**src/rtl/i281_exec_ctrl.sv**
```systemverilog
// Execution sequencer for the i281 single-cycle CPU.
// Produces the CPU run enable and supports free-run, single-step,
// PC breakpoint and self-loop halt. Counts committed instructions.
module i281_exec_ctrl #(
  parameter int PC_W              = 6,
  parameter int CNT_W             = 16,
  parameter bit HALT_ON_SELF_LOOP = 1'b1
) (
  input  logic             clock,
  input  logic             reset,
  input  logic             run_btn,
  input  logic             step_btn,
  input  logic             stop_btn,
  input  logic             bp_enable,
  input  logic [PC_W-1:0]  bp_addr,
  input  logic [PC_W-1:0]  current_pc,
  input  logic [PC_W-1:0]  next_pc,
  input  logic             pc_we,
  output logic             run,
  output logic [2:0]       state,
  output logic             bp_hit,
  output logic             halted,
  output logic [CNT_W-1:0] instr_count
);

  typedef enum logic [2:0] {
    ST_IDLE  = 3'd0,
    ST_RUN   = 3'd1,
    ST_STEP  = 3'd2,
    ST_BREAK = 3'd3,
    ST_HALT  = 3'd4
  } state_t;

  localparam logic [CNT_W-1:0] CNT_MAX = {CNT_W{1'b1}};

  state_t           state_q, state_d;
  logic             run_btn_q, step_btn_q, stop_btn_q;
  logic [CNT_W-1:0] instr_count_q, instr_count_d;

  logic run_edge, step_edge, stop_edge;
  logic commit, self_loop, bp_match;

  // Button rising-edge detection and per-cycle event decode
  always_comb begin
    run_edge  = run_btn  & ~run_btn_q;
    step_edge = step_btn & ~step_btn_q;
    stop_edge = stop_btn & ~stop_btn_q;
    commit    = (state_q == ST_RUN) || (state_q == ST_STEP);
    self_loop = commit & pc_we & (next_pc == current_pc) & HALT_ON_SELF_LOOP;
    bp_match  = commit & bp_enable & (next_pc == bp_addr);
  end

  // Next-state selection; earlier tests in each branch take priority
  always_comb begin
    state_d = state_q;
    unique case (state_q)
      ST_IDLE, ST_BREAK: begin
        if (stop_edge)      state_d = ST_IDLE;
        else if (run_edge)  state_d = ST_RUN;
        else if (step_edge) state_d = ST_STEP;
      end
      ST_RUN: begin
        if (stop_edge)      state_d = ST_IDLE;
        else if (self_loop) state_d = ST_HALT;
        else if (bp_match)  state_d = ST_BREAK;
      end
      ST_STEP: begin
        // A single step never traps on the breakpoint; it only halts on a self-loop.
        if (self_loop && !stop_edge) state_d = ST_HALT;
        else                         state_d = ST_IDLE;
      end
      ST_HALT:  state_d = ST_HALT;
      default:  state_d = ST_IDLE;
    endcase
  end

  // Saturating count of committed instructions
  always_comb begin
    instr_count_d = instr_count_q;
    if (commit && (instr_count_q != CNT_MAX)) instr_count_d = instr_count_q + 1'b1;
  end

  // State, counter and button-history registers; history loads 1 so a
  // button held through reset does not register as a press
  always_ff @(posedge clock) begin
    if (reset) begin
      state_q       <= ST_IDLE;
      instr_count_q <= '0;
      run_btn_q     <= 1'b1;
      step_btn_q    <= 1'b1;
      stop_btn_q    <= 1'b1;
    end else begin
      state_q       <= state_d;
      instr_count_q <= instr_count_d;
      run_btn_q     <= run_btn;
      step_btn_q    <= step_btn;
      stop_btn_q    <= stop_btn;
    end
  end

  // Outputs decode the registered state only
  always_comb begin
    state       = state_q;
    run         = (state_q == ST_RUN) || (state_q == ST_STEP);
    bp_hit      = (state_q == ST_BREAK);
    halted      = (state_q == ST_HALT);
    instr_count = instr_count_q;
  end

endmodule

```
**config.mk**
```make
export PLATFORM = sky130hd
export DESIGN_NAME = i281_exec_ctrl
export DESIGN_NICKNAME = d
export VERILOG_FILES = /design/src/rtl/i281_exec_ctrl.sv
export SDC_FILE = /design/constraint.sdc
export NUM_CORES = 1
export LEC_CHECK = 0
export CORE_MARGIN = 1.5
export CORE_UTILIZATION = 35
export CTS_BUF_LIST = sky130_fd_sc_hd__clkbuf_16
export DETAILED_ROUTE_END_ITERATION = 8
export GPL_ROUTABILITY_DRIVEN = 0
export MAX_ROUTING_LAYER = met4
export PLACE_DENSITY = 0.66
export SYNTH_ARGS = -nofsm -noshare
export SYNTH_HDL_FRONTEND = slang
export SYNTH_SLANG_ARGS = --single-unit
```
**constraint.sdc**
```tcl
create_clock -name clock -period 4.35 [get_ports clock]
set_input_delay 0.435 -clock clock [delete_from_list [all_inputs] [get_ports clock]]
set_output_delay 0.435 -clock clock [all_outputs]
set_load 0.005 [all_outputs]
```
Word level (Yosys, flattened, before mapping)
Cells that the tools add are included.
W data, S select, Z words.
Word-level totals
  flip-flop bits (word level): 22
  bits in latches: 0
  bits in writable memories: 0
  bits in read-only memories: 0
  input bits: 25
  output and inout port bits: 22
  logic and storage cells: 40
  memories: 0
Operators by class
  $add $sub $neg: 1
  multipliers: 0
  div/mod/pow operators: 0
  $lt $le $gt $ge: 0
  equal/unequal tests: 9
  shifts and indexed selects: 0
  muxes and demuxes: 8
  bitwise logic cells: 10
  reductions and logical operators: 7
Operators with widths (count)
  $mux W3: 7
  $add A16 B1 Y16 const B: 1
  $ne A16 B16 Y1 const B: 1
  $eq A6 B6 Y1: 2
  $pmux W3 S4: 1
  $ne A4 B4 Y1 const B: 2
  $and A1 B1 Y1: 7
  $eq A3 B2 Y1 const B: 2
  $eq A3 B1 Y1 const B: 1
  $eq A3 B3 Y1 const B: 1
  $logic_not A3 Y1: 1
  $not A1 Y1: 3
  $logic_and A1 B1 Y1: 2
  $reduce_and A2 Y1: 1
  $reduce_or A2 Y1: 1
  $logic_not A1 Y1: 1
  $logic_or A1 B1 Y1: 1

Longest topological paths before layout
Gate-level depths: netlist of the first run.
  depth after elaboration: 8
  gate-level depth with buffers: 6
  depth with buffers taken out: 5

Worst setup path before layout of the first run
Ideal clock, no wire load.
  kind: reg2reg
  start point: reg instr_count_q[10] (netlist: instr_count[10])
  end point: reg instr_count_q[15] (netlist: instr_count[15])
  arrival: 1.651 ns
  required time: 4.229 ns
  slack: 2.578 ns
  stages on the path, launching flop included: 5
  period minus slack after synthesis: 1.772 ns
  cells stage by stage: dfxtp_1 -> nand4_1 -> or4_1 -> nor3_1 -> mux2_2
Between the ends
  word-level cells in the longest chain between the ends: 2
  elaborated cells on any way between the ends: 3
Ends and longest elaborated chain
  from (decl): RTL line 38  | logic [CNT_W-1:0] instr_count_q, instr_count_d;
  from (signal assigned): RTL line 94  | instr_count_q <= instr_count_d;
  branches (longest 2 deep; another with $add A16 B1 Y16)
Several ways; the timed one is not identified.
A chain may end at the register's enable or synchronous reset.

Worst setup path after layout of the first run
  start point: reg state_q[1] (netlist: state[1])
  end point: out run
Between the ends
  word-level cells in the longest chain between the ends: 2
  elaborated cells on any way between the ends: 3
Ends and longest elaborated chain
  from (decl): RTL line 36  | state_t state_q, state_d;
  from (signal assigned): RTL line 93  | state_q <= state_d;
  $eq A3 B1 Y1 or $eq A3 B2 Y1 (tied branches): RTL line 104  | run = (state_q == ST_RUN) || (state_q == ST_STEP);
  $logic_or A1 B1 Y1 (*): RTL line 104
  to (decl): RTL line 19  | output logic run,
Mark *: on every way between the ends. The rest lies on a longest branch, timed or not.

==> qor.yml, run 1 <==
stdcell_area_um2: 1852
drc: 0
synth_top_family_by_area: "simple AND/OR/NAND/NOR gates"
p_int_mw: 0.4297
wl_per_cell_um: 13.13
synth_cells: 152
path_clk_slew_ps: 60
antenna_found_initial: 0
wl_mm: 3.190
clock_power_share_pct: 47.6
synthXorXnorAreaFrac_pct: 10.37
switching_share_pct: 19.25
timing.fmax_mhz: 445.6
grt_max_degree: 25
dieArea_um2: 3954
holdBufCountCts: 0
synth_mux_area_share_pct: 1.795
p_comb_share_pct: 12.6
drt_iter0_drc: 56
yosysWarnings: 0
start_util_pct: 37.02
die_y_um: 62.88
ir_worst_vdd_mv: 0.2599
placed_area_um2: 1747
drive_gt1_share_pct: 6.091
timing.hold.ws_ps: 508.6
reg2reg_to: "instr_count[15]$_SDFFE_PP0P_"
final_cell_mix: "clkdlybuf4s50_1, dfxtp_1, a21oi_1"
groute.layer.met3.usage_pct: 4.685
grtUsageTotal_pct: 18.18
synth_compound_area_share_pct: 15.65
synthDistinctLibCells: 33
slowest_delay_ps: 510
crit_type: "reg2out"
r2r_slack_ps: 2390
worstMarginPinSlew_ps: 806.9
period_minus_slack_ps: 2244
num_rows: 21
end_kind: "output port"
synth-simple-area-share_pct: 31.61
via_per_inst: 5.366
n_antenna_cell: 0
htree_levels: 1
postLayoutCoreUtil_pct: 54.63
reg2regPathDepth: 4
antenna_left: 0
cp.required_ps: 3910
switching_power_mw: 0.1024
ys_ff_latch: 22
cp-start-kind: "flip-flop"
crit_chain: "xor2_2, nand2_1, inv_1, clkdlybuf4s50_1"
vias: 1304
clock_path_buffers: 2
area_growth_pct: 47.56
ys_seq_area_share_pct: 35.09
setup-tns-final_ps: 0
dieWidth_um: 62.88
busiest_layer: "met2"
portBuffers: 46
clock_latency_ps: 260
numCtsBuffers: 3
syn-mean-instance-area_um2: 8.256
synth_fa_ha_area_share_pct: 0.9970
clock_skew_ps: 5.383
met1_usage_pct: 19.96
num-fill-cells: 327
finalPower_mw: 0.5321
post_cts_resize_count: 0
maxSlewHeadroom_pct: 46.04
placeableCoreArea_um2: 3390
drv_slew: 0
power_leakage_nw: 0.6121
drt_first_pass_iters: 4
outcome: "finished clean"
nets: 224
critPathMaxFanout: 10
synth_nets: 178
boundaryPins: 47
crit_path_end: "run"
overflow: 0
post_cts_buffers: 0
rsz0062_at_grt: "false"
critPathSlowestCell: "clkdlybuf4s50_1"
seq_area_um2: 440.4
max_cap_violations: 0
period_share_pct: 51.59
setup_viol: 0
cts_num_sinks: 22
crit_start: "state[1]$_SDFFE_PP0P_"
hold_viol_final: 0
hold_class: "reg2reg"
r2r_start: "instr_count[10]$_SDFFE_PP0P_"
seqPwrFrac_pct: 39.8
synth_area_um2: 1255
power_density_nw_per_um2: 287.3
grt_pass1_wl_mm: 5.720
hpwl_mm: 2.457
use_met2_pct: 32.18
cts-root-buf: "clkbuf_16"
grt_pass1_vias: 1314
multiInputGateArea_um2: 758.2
worstPathArrival_ps: 1810
final_common_cell: "clkdlybuf4s50_1"
cts_tree: "built"
[layout make-up]
class | instances | share of cell area (%)
repair buffers | 47 | 25.27
clock buffers | 3 | 4.054
multi-input cells | 118 | 40.95
clock inverters | 1 | 1.622
flip-flops and latches | 22 | 23.78
inverters | 6 | 1.216
well taps | 46 | 3.108
[worst min path at each step]
stage | from | depth (start not counted) | end | slack [ps]
floorplan | instr_count[9]$_SDFFE_PP0P_ | 2 | instr_count[9]$_SDFFE_PP0P_ | 480
global placement | instr_count[5]$_SDFFE_PP0P_ | 2 | instr_count[5]$_SDFFE_PP0P_ | 490
detailed placement | instr_count[5]$_SDFFE_PP0P_ | 2 | instr_count[5]$_SDFFE_PP0P_ | 500
CTS | instr_count[5]$_SDFFE_PP0P_ | 2 | instr_count[5]$_SDFFE_PP0P_ | 510
global route | instr_count[5]$_SDFFE_PP0P_ | 2 | instr_count[5]$_SDFFE_PP0P_ | 540
finish | instr_count[5]$_SDFFE_PP0P_ | 2 | instr_count[5]$_SDFFE_PP0P_ | 510
[critical path: cells and delay by family, from the launching register on]
family,cells,cell delay [ps]
XOR/XNOR,1,220
buffers and inverters,2,650
flip-flops,1,500
AND/OR/NAND/NOR,1,200
[through the flow]
step / cells / worst slack, ps
final: 243 / 2106
after global placement: 239 / 2409
after detailed placement: 239 / 2352
after floorplan: 152 / 2578
after global routing: 243 / 1945
after CTS: 243 / 2088
[state kept, by name (all words and copies together) (netlist names)]
name / cells
step_btn_q: 1
run_btn_q: 1
instr_count: 16
state: 3
stop_btn_q: 1
[power by group through the flow]
stage | sequential, mW | clock (mW) | combinational (mW)
2_1_floorplan | 0.214 | 0 | 0.0305
3_3_place_gp | 0.216 | 0 | 0.0660
3_5_place_dp | 0.216 | 0 | 0.0673
4_1_cts | 0.212 | 0.257 | 0.0677
5_1_grt | 0.212 | 0.267 | 0.0744
6_report | 0.212 | 0.254 | 0.0669
[logic make-up after synthesis]
| logic type | after synthesis |
|---|---|
| AO/OA/AOI/OAI | 32 |
| XOR/XNOR | 14 |
| adder cells (fa/ha/maj) | 1 |
| buffers and inverters | 12 |
| flip-flops | 22 |
| multiplexers | 2 |
| AND/OR/NAND/NOR | 69 |
[cell usage after synthesis (all sizes together)]
master  instances  area [um2]
nor2            8       30.03
nand2b          2       12.51
o41ai           2       17.52
ha              1       12.51
nand4           5       31.28
and4            1       8.760
xnor2           7       61.31
o31ai           8       60.06
clkbuf          2       7.510
nor2b           4       25.02
xor2            7       68.82
a21oi          15       75.07
o311ai          1       8.760
o21ai           4       20.02
nand4b          1       8.760
nand3           8       45.04
o211ai          2       15.01
or4            11       82.58
inv             6       22.52
and3            3       18.77
dfxtp          22       440.4
nand2           9       33.78
and2            1       6.260
nand3b          1       7.510
buf             4       26.27
nor4            3       18.77
mux2            2       22.52
or2             3       18.77
nor3            6       30.03
or3             3       18.77
[metal layers]
layer / wire [um] / share of wire (%)
met4: 47 / 1.5
met1: 1392 / 44
met3: 157 / 4.9
met2: 1593 / 50
met5: 0 / 0
Note: power is estimated with default switching activity, not from simulation.
==> inputs of run 2 (changes only) <==
==> constraint.sdc (replaced) <==
create_clock -name clock -period 2.1 [get_ports clock]
set_input_delay 0.21 -clock clock [delete_from_list [all_inputs] [get_ports clock]]
set_output_delay 0.21 -clock clock [all_outputs]
set_load 0.005 [all_outputs]
==> qor.yml, run 2 (synthesis results as in run 1) <==
critPathMaxFanout: 10
crit_chain: "xor2_2, nand2_1, inv_1, clkdlybuf4s50_1"
clock_skew_ps: 3.559
cp-start-kind: "flip-flop"
clock_latency_ps: 250
boundaryPins: 47
placed_area_um2: 1769
ir_worst_vdd_mv: 0.3825
grt_pass1_vias: 1284
area_growth_pct: 47.16
post-place-ws_ps: 255.8
via_per_inst: 5.408
antenna_left: 0
cp.required_ps: 1890
hold_class: "reg2reg"
clock_path_buffers: 2
use_met2_pct: 30.19
placeableCoreArea_um2: 3390
htree_levels: 1
drv_slew: 0
worstPathArrival_ps: 1780
power_density_nw_per_um2: 528.2
final_cell_mix: "clkdlybuf4s50_1, dfxtp_1, a21oi_1"
antenna_found_initial: 0
drive_gt1_share_pct: 8.040
drt_first_pass_iters: 4
num_rows: 21
path_buf_inv: 2
overflow: 0
portBuffers: 46
numCtsBuffers: 3
hold_viol_final: 0
timing.fmax_mhz: 501.7
n_antenna_cell: 0
met1_usage_pct: 20.51
start_util_pct: 37.02
wl_per_cell_um: 13.11
cts_num_sinks: 22
period_minus_slack_ps: 1993
grt_max_degree: 20
grtUsageTotal_pct: 17.83
end_kind: "output port"
critical_path.top_delay_family: "buffers and inverters"
slowest_delay_ps: 510
dieWidth_um: 62.88
power_leakage_nw: 0.6119
worstMarginPinSlew_ps: 701.9
groute.layer.met3.usage_pct: 4.324
dieArea_um2: 3954
r2r_slack_ps: 250
wl_mm: 3.213
maxSlewHeadroom_pct: 53.06
period_share_pct: 94.92
setup-tns-final_ps: 0
rsz0062_at_grt: "false"
stdcell_area_um2: 1847
crit_type: "reg2out"
final_common_cell: "clkdlybuf4s50_1"
postLayoutCoreUtil_pct: 54.48
hpwl_mm: 2.522
outcome: "finished clean"
post_cts_buffers: 0
grt_pass1_wl_mm: 5.616
drc: 0
drt_iter0_drc: 84
final.setup.worst_slack_ps: 106.6
post-place-cells: 242
vias: 1325
largest_reg_flops: 16
path_clk_slew_ps: 60
cts_tree: "built"
critPathSlowestCell: "clkdlybuf4s50_1"
setup_viol: 0
nets: 227
cts-root-buf: "clkbuf_16"
final_cells: 245
die_y_um: 62.88
max_cap_violations: 0
busiest_layer: "met2"
## run 2: changes by cell type in the layout (fill, tap and decap cells not counted)
cell / delta
buf_4: +3
dfxtp_2: +2
dfxtp_1: -2
bufinv_16: -1
## run 2: per-layer routing
metal | up-vias | wire length, um | share of wire (%)
li1 | 663 | - | -
met1 | 615 | 1368 | 43
met2 | 40 | 1604 | 50
met3 | 7 | 187 | 5.8
met4 | 0 | 53 | 1.6
met5 | - | 0 | 0
## run 2: stage by stage
| step | total power, mW | hold WS (ps) |
|---|---|---|
| floorplan | 0.5063 | 316.6 |
| global placement | 0.5860 | 488.4 |
| detailed placement | 0.5907 | 490.4 |
| CTS | 0.9859 | 500.1 |
| global route | 1.020 | 546.7 |
| finish | 0.9754 | 500.2 |
## run 2: final cells by class
cell class / count / area, um2
clock buffer: 3 / 75.07
fill: 340 / 1543
inverter: 6 / 22.52
multi-input combinational: 118 / 758.2
sequential: 22 / 442.9
tap: 46 / 57.56
timing repair buffer: 50 / 490.5
## run 2: worst paths after layout
path,start,end,cells past startpoint
worst max-delay path,state[1]$_SDFFE_PP0P_,run,4
worst min-delay path,instr_count[9]$_SDFFE_PP0P_,instr_count[9]$_SDFFE_PP0P_,2
worst max register to register,instr_count[10]$_SDFFE_PP0P_,instr_count[15]$_SDFFE_PP0P_,4
worst min register to register,instr_count[9]$_SDFFE_PP0P_,instr_count[9]$_SDFFE_PP0P_,2
## run 2: timing repair
item                       4_1_cts  5_1_grt
resized for setup                0        2
hold buffers                     0        0
setup endpoints to repair        0        1
## run 2: report_power, final
group | internal, mW | total, mW | switching (mW)
combinational | 0.0863 | 0.143 | 0.0570
clock | 0.251 | 0.393 | 0.142
sequential | 0.428 | 0.439 | 0.0110
total | 0.765 | 0.975 | 0.210
## run 2: worst min-delay path, delay by kind of cell, from the launching register on
kind            cells  cell delay, ps
compound gates      2             120
flops               1             330
